File: src/rtl/sub32_seq.sv
// ---------------------------------------------------------------------------
// sub32_seq -- multi-cycle W-bit subtractor built around one H-bit adder.
//
// The difference a - b is formed as a + ~b + 1 in two halves. The low half
// is computed first and its carry is kept for the high half. One accepted
// operand pair therefore takes three clock edges to produce a result:
//   IDLE --accept--> LO --> HI --> DONE --out_ready--> IDLE
//
// Ports
//   clk        in   1   sole clock, rising edge
//   rst_n      in   1   asynchronous active-low reset
//   in_valid   in   1   a/b carry a valid operand pair
//   in_ready   out  1   high only in IDLE; a pair is taken when both are 1
//   a          in   W   minuend (unsigned or two's complement)
//   b          in   W   subtrahend
//   out_valid  out  1   high only in DONE; diff/borrow/ovf are valid
//   out_ready  in   1   consumer takes the result (looked at only in DONE)
//   diff       out  W   a - b modulo 2^W
//   borrow     out  1   1 iff a < b as unsigned numbers
//   ovf        out  1   signed overflow of a - b
//
// W must be even and at least 4. The result registers keep the last result
// after the block returns to IDLE, until the next operation overwrites them.
// ---------------------------------------------------------------------------
module sub32_seq #(
   parameter int W = 32
) (
   input  logic         clk,
   input  logic         rst_n,
   input  logic         in_valid,
   output logic         in_ready,
   input  logic [W-1:0] a,
   input  logic [W-1:0] b,
   output logic         out_valid,
   input  logic         out_ready,
   output logic [W-1:0] diff,
   output logic         borrow,
   output logic         ovf
);

   localparam int H = W / 2;

   typedef enum logic [1:0] {
      IDLE = 2'd0,
      LO   = 2'd1,
      HI   = 2'd2,
      DONE = 2'd3
   } state_t;

   state_t         state_q, state_d;

   // Operands captured at accept; they stay put until the next accept.
   logic [W-1:0]   a_q, b_q;
   // Carry out of the low half, consumed by the high half.
   logic           carry_q;

   // The one shared H-bit adder and its operand muxes.
   logic [H-1:0]   add_x, add_y;
   logic           add_cin;
   logic [H:0]     add_sum;

   // ------------------------------------------------------------------
   // State register
   // ------------------------------------------------------------------
   // NOTE: every clocked process uses non-blocking (<=) assignments so all
   // registers update together from values sampled before the edge.
   always_ff @(posedge clk or negedge rst_n) begin
      if (!rst_n) begin
         state_q <= IDLE;
      end else begin
         state_q <= state_d;
      end
   end

   // ------------------------------------------------------------------
   // Next state and handshake outputs
   // ------------------------------------------------------------------
   // NOTE: each signal driven here gets a default before the case so no
   // path leaves it unassigned, which would infer a latch.
   always_comb begin
      state_d   = state_q;
      in_ready  = 1'b0;
      out_valid = 1'b0;
      unique case (state_q)
         IDLE: begin
            in_ready = 1'b1;
            if (in_valid) state_d = LO;
         end
         LO:   state_d = HI;
         HI:   state_d = DONE;
         DONE: begin
            out_valid = 1'b1;
            if (out_ready) state_d = IDLE;
         end
         default: state_d = IDLE;
      endcase
   end

   // ------------------------------------------------------------------
   // Shared adder: low half with carry-in 1 in LO, high half with the
   // stored carry in HI. Outside those states its result is unused.
   // ------------------------------------------------------------------
   always_comb begin
      add_x   = a_q[H-1:0];
      add_y   = ~b_q[H-1:0];
      add_cin = 1'b1;
      if (state_q == HI) begin
         add_x   = a_q[W-1:H];
         add_y   = ~b_q[W-1:H];
         add_cin = carry_q;
      end
   end

   assign add_sum = {1'b0, add_x} + {1'b0, add_y} + {{H{1'b0}}, add_cin};

   // ------------------------------------------------------------------
   // Datapath registers
   // ------------------------------------------------------------------
   // NOTE: the operand and result registers are reset along with the FSM
   // so a reset leaves zeros on the outputs rather than a stale result.
   always_ff @(posedge clk or negedge rst_n) begin
      if (!rst_n) begin
         a_q     <= '0;
         b_q     <= '0;
         carry_q <= 1'b0;
         diff    <= '0;
         borrow  <= 1'b0;
         ovf     <= 1'b0;
      end else begin
         unique case (state_q)
            IDLE: begin
               if (in_valid) begin
                  a_q <= a;
                  b_q <= b;
               end
            end
            LO: begin
               diff[H-1:0] <= add_sum[H-1:0];
               carry_q     <= add_sum[H];
            end
            HI: begin
               diff[W-1:H] <= add_sum[H-1:0];
               // No carry out of a + ~b + 1 means the subtraction borrowed.
               borrow      <= ~add_sum[H];
               // Overflow only when the operand signs differ and the
               // result sign differs from the minuend's sign.
               ovf         <= (a_q[W-1] ^ b_q[W-1]) & (add_sum[H-1] ^ a_q[W-1]);
            end
            default: ;
         endcase
      end
   end

endmodule

File: config.mk
export PLATFORM = sky130hd
export DESIGN_NAME = sub32_seq
export DESIGN_NICKNAME = d
export VERILOG_FILES = /design/src/rtl/sub32_seq.sv
export SDC_FILE = /design/constraint.sdc
export NUM_CORES = 1
export LEC_CHECK = 0
export ABC_AREA = 1
export CAP_MARGIN = 15
export CORE_ASPECT_RATIO = 1.4
export CORE_MARGIN = 2
export CORE_UTILIZATION = 27
export DETAILED_ROUTE_END_ITERATION = 16
export HOLD_SLACK_MARGIN = 0.02
export SLEW_MARGIN = 20
export SYNTH_ARGS = -nofsm -noshare
export SYNTH_HDL_FRONTEND = slang
export SYNTH_SLANG_ARGS = --single-unit
File: constraint.sdc
create_clock -name clk -period 5.8 [get_ports clk]
set_input_delay 0.87 -clock clk [delete_from_list [all_inputs] [get_ports clk]]
set_output_delay 0.87 -clock clk [all_outputs]
set_load 0.02 [all_outputs]
==> results.txt, run 1 <==
----------------------------------------------------
[Worst setup path]
  Number of cells on the worst reg-to-reg path ... 18
  Launch point of the worst path ... state_q[0]
  Highest-delay cell along the critical path ... sky130_fd_sc_hd__buf_4
  Startpoint of the lowest-slack register-to-register path ... state_q[0]
  CP Class ... reg2reg
  Crit path launch type ... register
  CP Cell Sequence ... inv_1 -> ha_2 -> buf_4 -> nand2_1 -> nand2_1 -> fa_1 -> inv_1 -> fa_1 -> nand2_1 -> nand2_1 -> nand3b_1 -> nand2_2 -> nand2_2 -> nand2_2 -> nand2_1 -> nand3b_1 -> nand3_1 -> nand2_1
  Most frequent CP cell ... sky130_fd_sc_hd__nand2_1
  Largest stage delay, worst path ... 470 ps
  Arr. time, crit path ... 3300 ps
  Worst path required time ... 6030 ps
  Peak fanout along the critical path ... 39
  Kind of end point of the critical path ... register
  Reg-to-reg setup timing slack ... 2740 ps

[Route]
  Routed wire length on met3 ... 406 um
  Number of optimization iterations in the first detailed-route pass ... 4
  Aggregate routed wire length ... 11800 um
  Length of routed met2 wiring ... 5820 um
  Highest metal used ... met4
  Initial drt markers ... 174
  Vias ... 3696
  Per-cell routed wire length ... 13.8 um
  DRT antenna net count ... 0
  Number of DRC violations after detailed routing ... 0
  Per-cell via count in the routed design ... 4.30
  Routed length on met1 ... 5400 um

[Floorplanning]
  I/O Pins ... 104
  Height of the chip ... 166 um
  # rows ... 59
  Initial Util ... 27.4%
  Die width ... 120 um
  Die area ... 19900 um2
  Floorplan core area ... 18500 um2

[GRT]
  First-pass GRT wire length ... 19300 um
  Overflow after GRT ... 0
  All-Layer GR Usage ... 12.2%
  Number of antenna violations at the first check in global routing ... 0
  Via count of the first global-routing pass ... 3844
  Maximum number of pins on one net before global-route repair ... 57

[STA]
  Summed negative setup slack over all endpoints ... 0 ps
  Final clock period utilization by the worst path ... 52.8%
  Post-layout minimum cycle time ... 3060 ps
  Actual transition at the worst max-transition pin ... 711 ps
  Final max-slew violation count ... 0
  Highest clock frequency the design can meet ... 327 MHz
  Maximum clock skew at final layout ... 7.43 ps
  Max-Slew Margin vs Limit ... 52.6%
  RSZ-0062 raised after global routing ... false
  Endpoints failing hold ... 0
  Final number of setup-violating endpoints ... 0

[Worst hold path]
  Hold Path Cell Cnt ... 2
  Hold path start ... diff[1]
  Hold Path Class ... reg2reg

[Clock tree]
  Maximum buffer depth of the clock tree ... 2
  Cell chosen for the clock root ... sky130_fd_sc_hd__clkbuf_16
  Number of post-CTS setup repair buffers ... 0
  TritonCTS clock tree ... built
  CTS Sinks ... 101
  Cts bufs inserted ... 9
  Clock edge transition at the registers on the reported setup and hold paths ... 70 ps
  Clock latency on the worst-skew pair ... 350 ps
  Cts-stage hold buffer count ... 0
  H-tree levels ... 3
  Post_cts resized ... 0

[Synthesis]
  Largest area contributor in the synthesized netlist ... sky130_fd_sc_hd__dfrtp_1
  Share of synthesized area occupied by flip-flops and latches ... 49.8%
  Number of cells produced by synthesis ... 511
  Synthesis warning total ... 0
  Count of state elements after synthesis ... 101
  Mean Syn Cell Area ... 9.92 um2
  Post-synthesis cell area ... 5070 um2
  Library cells used by synthesis ... 36
  Post-synthesis async set-or-reset flop share ... 100%
  Area contributors post-synth ... sky130_fd_sc_hd__dfrtp_1 50%, sky130_fd_sc_hd__mux2_2 14%, sky130_fd_sc_hd__nand2_1 11%, sky130_fd_sc_hd__ha_1 4.7%, sky130_fd_sc_hd__mux2i_1 3.0%
  Total nets after synthesis ... 600
  Number of enable flip-flop cells after synthesis ... 0
  Prevailing post-synth register cell ... sky130_fd_sc_hd__dfrtp_1
  Area share of the largest cell type after synthesis ... 49.8%

[Flow run]
  Maxcap violations ... 0

[Layout]
  Total inserted antenna cells ... 0
  Net count of the finished layout ... 699
  Share of final-layout standard cells stronger than drive strength 1 ... 17.1%
  Most frequent cells in the layout ... 145 x sky130_fd_sc_hd__nand2_1, 102 x sky130_fd_sc_hd__clkdlybuf4s50_1, 101 x sky130_fd_sc_hd__dfrtp_1, 62 x sky130_fd_sc_hd__mux2_2, 32 x sky130_fd_sc_hd__inv_1
  Layout Utilization ... 35.8%
  Area growth from synthesis to layout ... 30.9%
  Leading cell type in the layout, fill and taps excluded ... sky130_fd_sc_hd__nand2_1
  Filler Cell Count ... 1844

[Placed design]
  Count of input and output buffers ... 103
  Final HPWL from detailed placement ... 9120 um
  Gp weighted congestion ... 0.790

[Status]
  Status ... complete, no violations

----------------------------------------------------
-- cells in the mapped netlist, types with 2 or more instances --
library cell / n
sky130_fd_sc_hd__ha_1: 19
sky130_fd_sc_hd__a21oi_2: 3
sky130_fd_sc_hd__buf_2: 8
sky130_fd_sc_hd__clkbuf_1: 8
sky130_fd_sc_hd__nand3_1: 23
sky130_fd_sc_hd__nand3_2: 2
sky130_fd_sc_hd__nor3_1: 2
sky130_fd_sc_hd__inv_1: 32
sky130_fd_sc_hd__o21ai_0: 14
sky130_fd_sc_hd__mux2i_1: 15
sky130_fd_sc_hd__o21bai_1: 3
sky130_fd_sc_hd__o21ai_1: 4
sky130_fd_sc_hd__nand4_1: 2
sky130_fd_sc_hd__a21oi_1: 12
sky130_fd_sc_hd__nand3b_1: 2
sky130_fd_sc_hd__inv_2: 3
sky130_fd_sc_hd__dfrtp_1: 101
sky130_fd_sc_hd__a31oi_1: 2
sky130_fd_sc_hd__fa_1: 2
sky130_fd_sc_hd__mux2_2: 62
sky130_fd_sc_hd__xor2_1: 3
sky130_fd_sc_hd__nor2_1: 18
sky130_fd_sc_hd__xnor2_1: 4
sky130_fd_sc_hd__o211ai_1: 2
sky130_fd_sc_hd__nand2_2: 9
sky130_fd_sc_hd__nand2_1: 146
-- registers in the layout (all words and copies together) (netlist names) --
name / flops
ovf: 1
carry_q: 1
borrow: 1
b_q: 32
a_q: 32
diff: 32
state_q: 2
-- area by class of cell --
class	count	area [um2]	area share, %
clock buffer	10	239	3.60
clock inverter	6	53.8	0.811
inverter	35	131	1.98
multi-input combinational	356	2320	35.0
sequential	101	2530	38.1
tap	244	305	4.60
timing repair buffer	107	1060	15.9
-- worst max-delay path: cells and delay by family, from the launching register on --
family	cells	cell delay (ps)
adders and majority gates	3	870
buffers and inverters	3	640
DFF	1	410
and+or+nand+nor	12	1040
-- final timing paths --
kind / endpoint
worst max-delay path: diff[12]
worst min-delay path: diff[1]
worst max register to register: diff[12]
worst min register to register: diff[1]
max in group asynchronous: a_q[9]
min in group asynchronous: a_q[16]
-- stage by stage --
step           hold WS (ps)  cells  instance area [um2]  setup slack (ps)
6_report                480    859                 6640              2740
5_1_grt                 505    859                 6640              2460
4_1_cts                 486    859                 6640              2710
3_5_place_dp            466    843                 6340              2730
3_3_place_gp            459    843                 6340              2780
2_1_floorplan           474    511                 5070              3050
-- cell families (layout without fill, tap and decap cells) --
| kind of cell | count (synthesis) | after routing | share of synthesized area, % |
|---|---|---|---|
| adder cells (fa/ha/maj) | 21 | 21 | 5.48 |
| AND/OR/NAND/NOR | 209 | 209 | 17.5 |
| XOR/XNOR | 7 | 7 | 1.21 |
| buffers and inverters | 54 | 158 | 4.47 |
| multiplexers | 77 | 77 | 16.7 |
| AO/OA/AOI/OAI | 42 | 42 | 4.74 |
| flip-flops | 101 | 101 | 49.8 |
-- routing by layer --
| layer | vias to the layer above | track usage, % |
|---|---|---|
| li1 | 1871 | - |
| met1 | 1740 | 15.4 |
| met2 | 73 | 20.8 |
| met3 | 12 | 2.34 |
| met4 | 0 | 4.50 |
| met5 | - | 0 |
Power of run 1 is left out: the tool's default activity adds up to more than one toggle a clock period on the data nets, which glitch-free logic cannot reach.
==> inputs of run 2 (changes only) <==
==> constraint.sdc (replaced) <==
create_clock -name clk -period 3.03 [get_ports clk]
set_input_delay 0.4545 -clock clk [delete_from_list [all_inputs] [get_ports clk]]
set_output_delay 0.4545 -clock clk [all_outputs]
set_load 0.02 [all_outputs]
==> run 2 against run 1 <==
Effect of this change:
- design area rose by 1.2%
- wire length fell by 0.90%
- fmax rose by 9.9%
- via count rose by 1.0%
- die area did not move
- cell count rose by 0.35%
- clock-buffer cell count rose by 3
- clock skew rose by 0.78 ps
- critical path depth did not move
- global-route usage rose by 0.21 points
- sequential share of layout area fell by 0.45 points
- critical endpoint unchanged
- largest cell class unchanged
==> results.txt, run 2 (synthesized netlist as in run 1, its figures left out) <==
----------------------------------------------------
[Worst setup path]
  Number of cells on the critical path ... 18
  Crit path max-delay family ... simple AND/OR/NAND/NOR gates
  Startpoint of the lowest-slack register-to-register path ... state_q[0]
  Critical path buffers and inverters ... 3
  Number of cells on the worst reg-to-reg path ... 18
  Reg-to-reg setup timing slack ... 240 ps
  Worst path required time ... 3270 ps
  Largest stage delay, worst path ... 400 ps
  CP Class ... reg2reg
  Crit path launch type ... register
  Critical R2R Capture ... diff[12]
  Kind of end point of the critical path ... register
  CP Cell Sequence ... inv_1 -> ha_2 -> buf_4 -> nand2_1 -> nand2_1 -> fa_1 -> inv_1 -> fa_1 -> nand2_1 -> nand2_1 -> nand3b_1 -> nand2_2 -> nand2_2 -> nand2_2 -> nand2_1 -> nand3b_1 -> nand3_1 -> nand2_1
  Most frequent CP cell ... sky130_fd_sc_hd__nand2_1
  Peak fanout along the critical path ... 22
  Highest-delay cell along the critical path ... sky130_fd_sc_hd__dfrtp_1
  Launch point of the worst path ... state_q[0]
  Arr. time, crit path ... 3030 ps

[GRT]
  Maximum number of pins on one net before global-route repair ... 67
  Overflow after GRT ... 0
  All-Layer GR Usage ... 12.5%
  Number of antenna violations at the first check in global routing ... 0
  Via count of the first global-routing pass ... 3770
  First-pass GRT wire length ... 19300 um

[STA]
  Summed negative setup slack over all endpoints ... 0 ps
  Post-layout minimum cycle time ... 2790 ps
  Endpoints failing hold ... 0
  Final number of setup-violating endpoints ... 0
  Final clock period utilization by the worst path ... 92.0%
  Max-Slew Margin vs Limit ... 57.8%
  RSZ-0062 raised after global routing ... false
  Final max-slew violation count ... 0
  Maximum clock skew at final layout ... 8.21 ps
  Actual transition at the worst max-transition pin ... 632 ps
  Highest clock frequency the design can meet ... 359 MHz

[Layout]
  Total non-filler cell area in the finished layout ... 6720 um2
  Net count of the finished layout ... 702
  Share of final-layout standard cells stronger than drive strength 1 ... 17.3%
  Total inserted antenna cells ... 0
  Leading cell type in the layout, fill and taps excluded ... sky130_fd_sc_hd__nand2_1
  Biggest registers after layout ... a_q: 32 flops, b_q: 32 flops, diff: 32 flops
  Most frequent cells in the layout ... 145 x sky130_fd_sc_hd__nand2_1, 102 x sky130_fd_sc_hd__clkdlybuf4s50_1, 101 x sky130_fd_sc_hd__dfrtp_1, 62 x sky130_fd_sc_hd__mux2_2, 32 x sky130_fd_sc_hd__inv_1
  Area growth from synthesis to layout ... 32.5%
  Layout Utilization ... 36.3%

[Route]
  DRT antenna net count ... 0
  Number of DRC violations after detailed routing ... 0
  Vias ... 3734
  Number of optimization iterations in the first detailed-route pass ... 4
  Aggregate routed wire length ... 11700 um
  Per-cell routed wire length ... 13.6 um
  Per-cell via count in the routed design ... 4.33
  Initial drt markers ... 197

[Status]
  Status ... complete, no violations

[Clock tree]
  CTS Sinks ... 101
  H-tree levels ... 3
  Post_cts resized ... 0
  TritonCTS clock tree ... built
  Cell chosen for the clock root ... sky130_fd_sc_hd__clkbuf_16
  Number of post-CTS setup repair buffers ... 0
  Clock latency on the worst-skew pair ... 350 ps
  Clock edge transition at the registers on the reported setup and hold paths ... 70 ps
  Cts bufs inserted ... 9
  Cts-stage hold buffer count ... 0
  Maximum buffer depth of the clock tree ... 2

[Placed design]
  Final HPWL from detailed placement ... 9180 um
  Count of input and output buffers ... 103
  Gp weighted congestion ... 0.806
  Placed standard-cell area ... 6400 um2

[Floorplanning]
  Die area ... 19900 um2
  Height of the chip ... 166 um
  Floorplan core area ... 18500 um2
  # rows ... 59
  Die width ... 120 um
  I/O Pins ... 104
  Initial Util ... 27.4%

[Flow run]
  Maxcap violations ... 0

[Worst hold path]
  Hold Path Class ... in2async

----------------------------------------------------
## run 2: cell count changes in the layout (fill, tap and decap cells not counted), sizes merged
cell,previous run,this run
clkbuf,10,13
buf,5,8
inv,38,35
clkinv,2,1
bufinv,0,1
## run 2: worst max-delay path by stage
stage,slack (ps),endpoint
detailed placement,250,diff[12]
global route,4,diff[12]
global placement,310,diff[28]
CTS,230,diff[12]
finish,240,diff[12]
floorplan,280,diff[28]
## run 2: final cells by class
cell class	instances	area, um2
fill	1845	11800
sequential	101	2530
multi-input combinational	356	2320
timing repair buffer	110	1120
tap	244	305
clock buffer	13	270
inverter	35	131
clock inverter	3	42.5
## run 2: worst register-to-register path, cell delays in order (launching register included)
cell	delay [ps]
sky130_fd_sc_hd__dfrtp_1	400
sky130_fd_sc_hd__inv_1	120
sky130_fd_sc_hd__ha_2	220
sky130_fd_sc_hd__buf_4	300
sky130_fd_sc_hd__nand2_1	90
sky130_fd_sc_hd__nand2_1	100
sky130_fd_sc_hd__fa_1	170
sky130_fd_sc_hd__inv_1	60
sky130_fd_sc_hd__fa_1	400
sky130_fd_sc_hd__nand2_1	80
sky130_fd_sc_hd__nand2_1	60
sky130_fd_sc_hd__nand3b_1	100
sky130_fd_sc_hd__nand2_2	80
sky130_fd_sc_hd__nand2_2	90
sky130_fd_sc_hd__nand2_2	70
sky130_fd_sc_hd__nand2_1	90
sky130_fd_sc_hd__nand3b_1	100
sky130_fd_sc_hd__nand3_1	90
sky130_fd_sc_hd__nand2_1	50
## run 2: through the flow
step           instances  hold WS [ps]  setup WS (ps)
3_5_place_dp         846           471            247
5_1_grt              862           161           3.93
2_1_floorplan        511           159            277
4_1_cts              862           138            228
6_report             862           111            243
3_3_place_gp         846           465            313
## run 2: routing by layer
layer,routed length [um],track usage [%],up-vias
met3,424,3.02,18
met2,5930,20.8,83
met5,0,0,-
li1,-,-,1885
met1,5120,15.4,1748
met4,249,5.01,0
Power of run 2 is left out for the same reason.
==> inputs of run 3 (changes only) <==
--- a/config.mk
+++ b/config.mk
@@ -6,12 +6,12 @@
 export NUM_CORES = 1
 export LEC_CHECK = 0
 export ABC_AREA = 1
-export CAP_MARGIN = 15
 export CORE_ASPECT_RATIO = 1.4
 export CORE_MARGIN = 2
 export CORE_UTILIZATION = 27
 export DETAILED_ROUTE_END_ITERATION = 16
 export HOLD_SLACK_MARGIN = 0.02
+export PLACE_DENSITY = 0.5
 export SLEW_MARGIN = 20
 export SYNTH_ARGS = -nofsm -noshare
 export SYNTH_HDL_FRONTEND = slang
==> constraint.sdc (replaced) <==
create_clock -name clk -period 2.3 [get_ports clk]
set_input_delay 0.345 -clock clk [delete_from_list [all_inputs] [get_ports clk]]
set_output_delay 0.345 -clock clk [all_outputs]
set_load 0.02 [all_outputs]
==> run 3 against run 2 <==
Effect of this change:
- the run now ends with setup timing left
- worst setup slack lost 440 ps
- sequential cell count is the same
- cell count grew 5.9%
- worst hold slack gained 360 ps
- utilization grew 5.1 points
- non-clock buffer count grew 52
- via count grew 5.6%
- die area is the same
- register-to-register slack lost 440 ps
- fmax grew 12%
- critical path type unchanged
- largest cell class is now multi-input combinational cells
==> results.txt, run 3 (synthesized netlist as in run 1, its figures left out) <==
----------------------------------------------------
[GRT]
  All-Layer GR Usage ... 12.9%
  First-pass GRT wire length ... 20600 um
  Maximum number of pins on one net before global-route repair ... 67
  Number of antenna violations at the first check in global routing ... 0
  Overflow after GRT ... 0
  Via count of the first global-routing pass ... 4199

[STA]
  RSZ-0062 raised after global routing ... true
  Worst setup margin ... -198 ps
  Highest clock frequency the design can meet ... 400 MHz
  Final clock period utilization by the worst path ... 109%
  Maximum clock skew at final layout ... 7.69 ps
  Actual transition at the worst max-transition pin ... 637 ps
  Post-layout minimum cycle time ... 2500 ps
  Endpoints failing hold ... 0
  Max-Slew Margin vs Limit ... 57.5%
  Final max-slew violation count ... 0
  Final number of setup-violating endpoints ... 25

[Route]
  Initial drt markers ... 158
  Vias ... 3943
  DRT antenna net count ... 0
  Number of DRC violations after detailed routing ... 0
  Number of optimization iterations in the first detailed-route pass ... 4
  Per-cell via count in the routed design ... 4.32
  Per-cell routed wire length ... 14.0 um
  Aggregate routed wire length ... 12800 um

[Placed design]
  Cell count after placement ... 886
  Placed standard-cell area ... 6740 um2
  Gp weighted congestion ... 0.828
  Final HPWL from detailed placement ... 9720 um
  Count of input and output buffers ... 103

[Layout]
  Net count of the finished layout ... 754
  Layout Utilization ... 41.3%
  Biggest registers after layout ... a_q: 32 flops, b_q: 32 flops, diff: 32 flops
  Most frequent cells in the layout ... 121 x sky130_fd_sc_hd__nand2_1, 101 x sky130_fd_sc_hd__dfrtp_1, 101 x sky130_fd_sc_hd__clkdlybuf4s50_1, 62 x sky130_fd_sc_hd__mux2_2, 46 x sky130_fd_sc_hd__buf_4
  Share of final-layout standard cells stronger than drive strength 1 ... 34.1%
  Fin cells ... 913
  Total non-filler cell area in the finished layout ... 7660 um2
  Area growth from synthesis to layout ... 51.0%
  Total inserted antenna cells ... 0
  Leading cell type in the layout, fill and taps excluded ... sky130_fd_sc_hd__nand2_1
  Filler Cell Count ... 1776

[Clock tree]
  CTS Sinks ... 101
  Clock latency on the worst-skew pair ... 340 ps
  H-tree levels ... 3
  Maximum buffer depth of the clock tree ... 2
  Cell chosen for the clock root ... sky130_fd_sc_hd__clkbuf_16
  Cts bufs inserted ... 9
  TritonCTS clock tree ... built
  Clock edge transition at the registers on the reported setup and hold paths ... 70 ps

[Floorplanning]
  Height of the chip ... 166 um
  Die area ... 19900 um2
  # rows ... 59
  Initial Util ... 27.4%
  I/O Pins ... 104
  Die width ... 120 um
  Floorplan core area ... 18500 um2

[Worst setup path]
  Crit path launch type ... register
  Kind of end point of the critical path ... register
  CP Class ... reg2reg
  Peak fanout along the critical path ... 5
  Worst path required time ... 2530 ps
  Arr. time, crit path ... 2730 ps

[Flow run]
  Maxcap violations ... 0

[Status]
  Violated checks ... setup timing
  Status ... finished, violations left

[Worst hold path]
  Hold Path Class ... reg2reg

----------------------------------------------------
run 3: path summary, 6_finish.rpt:
kind | from | to | slack, ps | cells after the start
max | state_q[0] | diff[27] | -200 | 15
min | diff[1] | diff[1] | 480 | 2
max reg2reg | state_q[0] | diff[27] | -200 | 15
min reg2reg | diff[1] | diff[1] | 480 | 2
max in group asynchronous | rst_n | b_q[31] | 1070 | 3
min in group asynchronous | rst_n | a_q[30] | 530 | 2
run 3: area by class of cell:
class / instances / area [um2] / area share [%]
inverter: 35 / 134 / 1.75
clock inverter: 6 / 88.8 / 1.16
timing repair buffer: 162 / 1590 / 20.8
sequential: 101 / 2530 / 33.0
multi-input combinational: 356 / 2790 / 36.4
clock buffer: 9 / 225 / 2.94
tap: 244 / 305 / 3.99
run 3: metrics by stage:
stage / setup TNS [ps] / worst slack, ps / hold slack [ps]
after global routing: -6690 / -352 / 507
final: -2530 / -198 / 476
after detailed placement: -2210 / -176 / 379
after CTS: -1980 / -165 / 479
after global placement: -1380 / -159 / 373
after floorplan: -1780 / -220 / 49.4
run 3: critical path, stage by stage (launching register included):
cell	delay, ps
sky130_fd_sc_hd__dfrtp_1	400
sky130_fd_sc_hd__inv_2	90
sky130_fd_sc_hd__ha_4	200
sky130_fd_sc_hd__buf_12	130
sky130_fd_sc_hd__buf_6	150
sky130_fd_sc_hd__mux2i_4	270
sky130_fd_sc_hd__ha_4	240
sky130_fd_sc_hd__nand2_1	60
sky130_fd_sc_hd__nand2_1	70
sky130_fd_sc_hd__a21oi_2	170
sky130_fd_sc_hd__nand2_4	70
sky130_fd_sc_hd__nand3_1	90
sky130_fd_sc_hd__nand2_1	80
sky130_fd_sc_hd__or2_1	230
sky130_fd_sc_hd__nand3_1	90
sky130_fd_sc_hd__nand2_1	50
run 3: layer usage:
metal	routed length (um)	global-route usage, %	vias to the layer above	share of wire [%]
met1	5490	15.7	1883	43
met4	128	3.68	0	1.0
met5	0	0	-	0
met2	6810	23.4	68	53
li1	-	-	1987	-
met3	330	2.03	5	2.6
run 3: what timing repair did:
action | 4_1_cts | 5_1_grt
pin swaps | 5 | 21
cloned | 0 | 1
buffers inserted | 3 | 7
setup endpoints to repair | 25 | 31
hold buffers | 1 | 0
endpoints found under the hold margin | 19 | 0
gates resized for setup | 19 | 74
Power of run 3 is left out for the same reason.
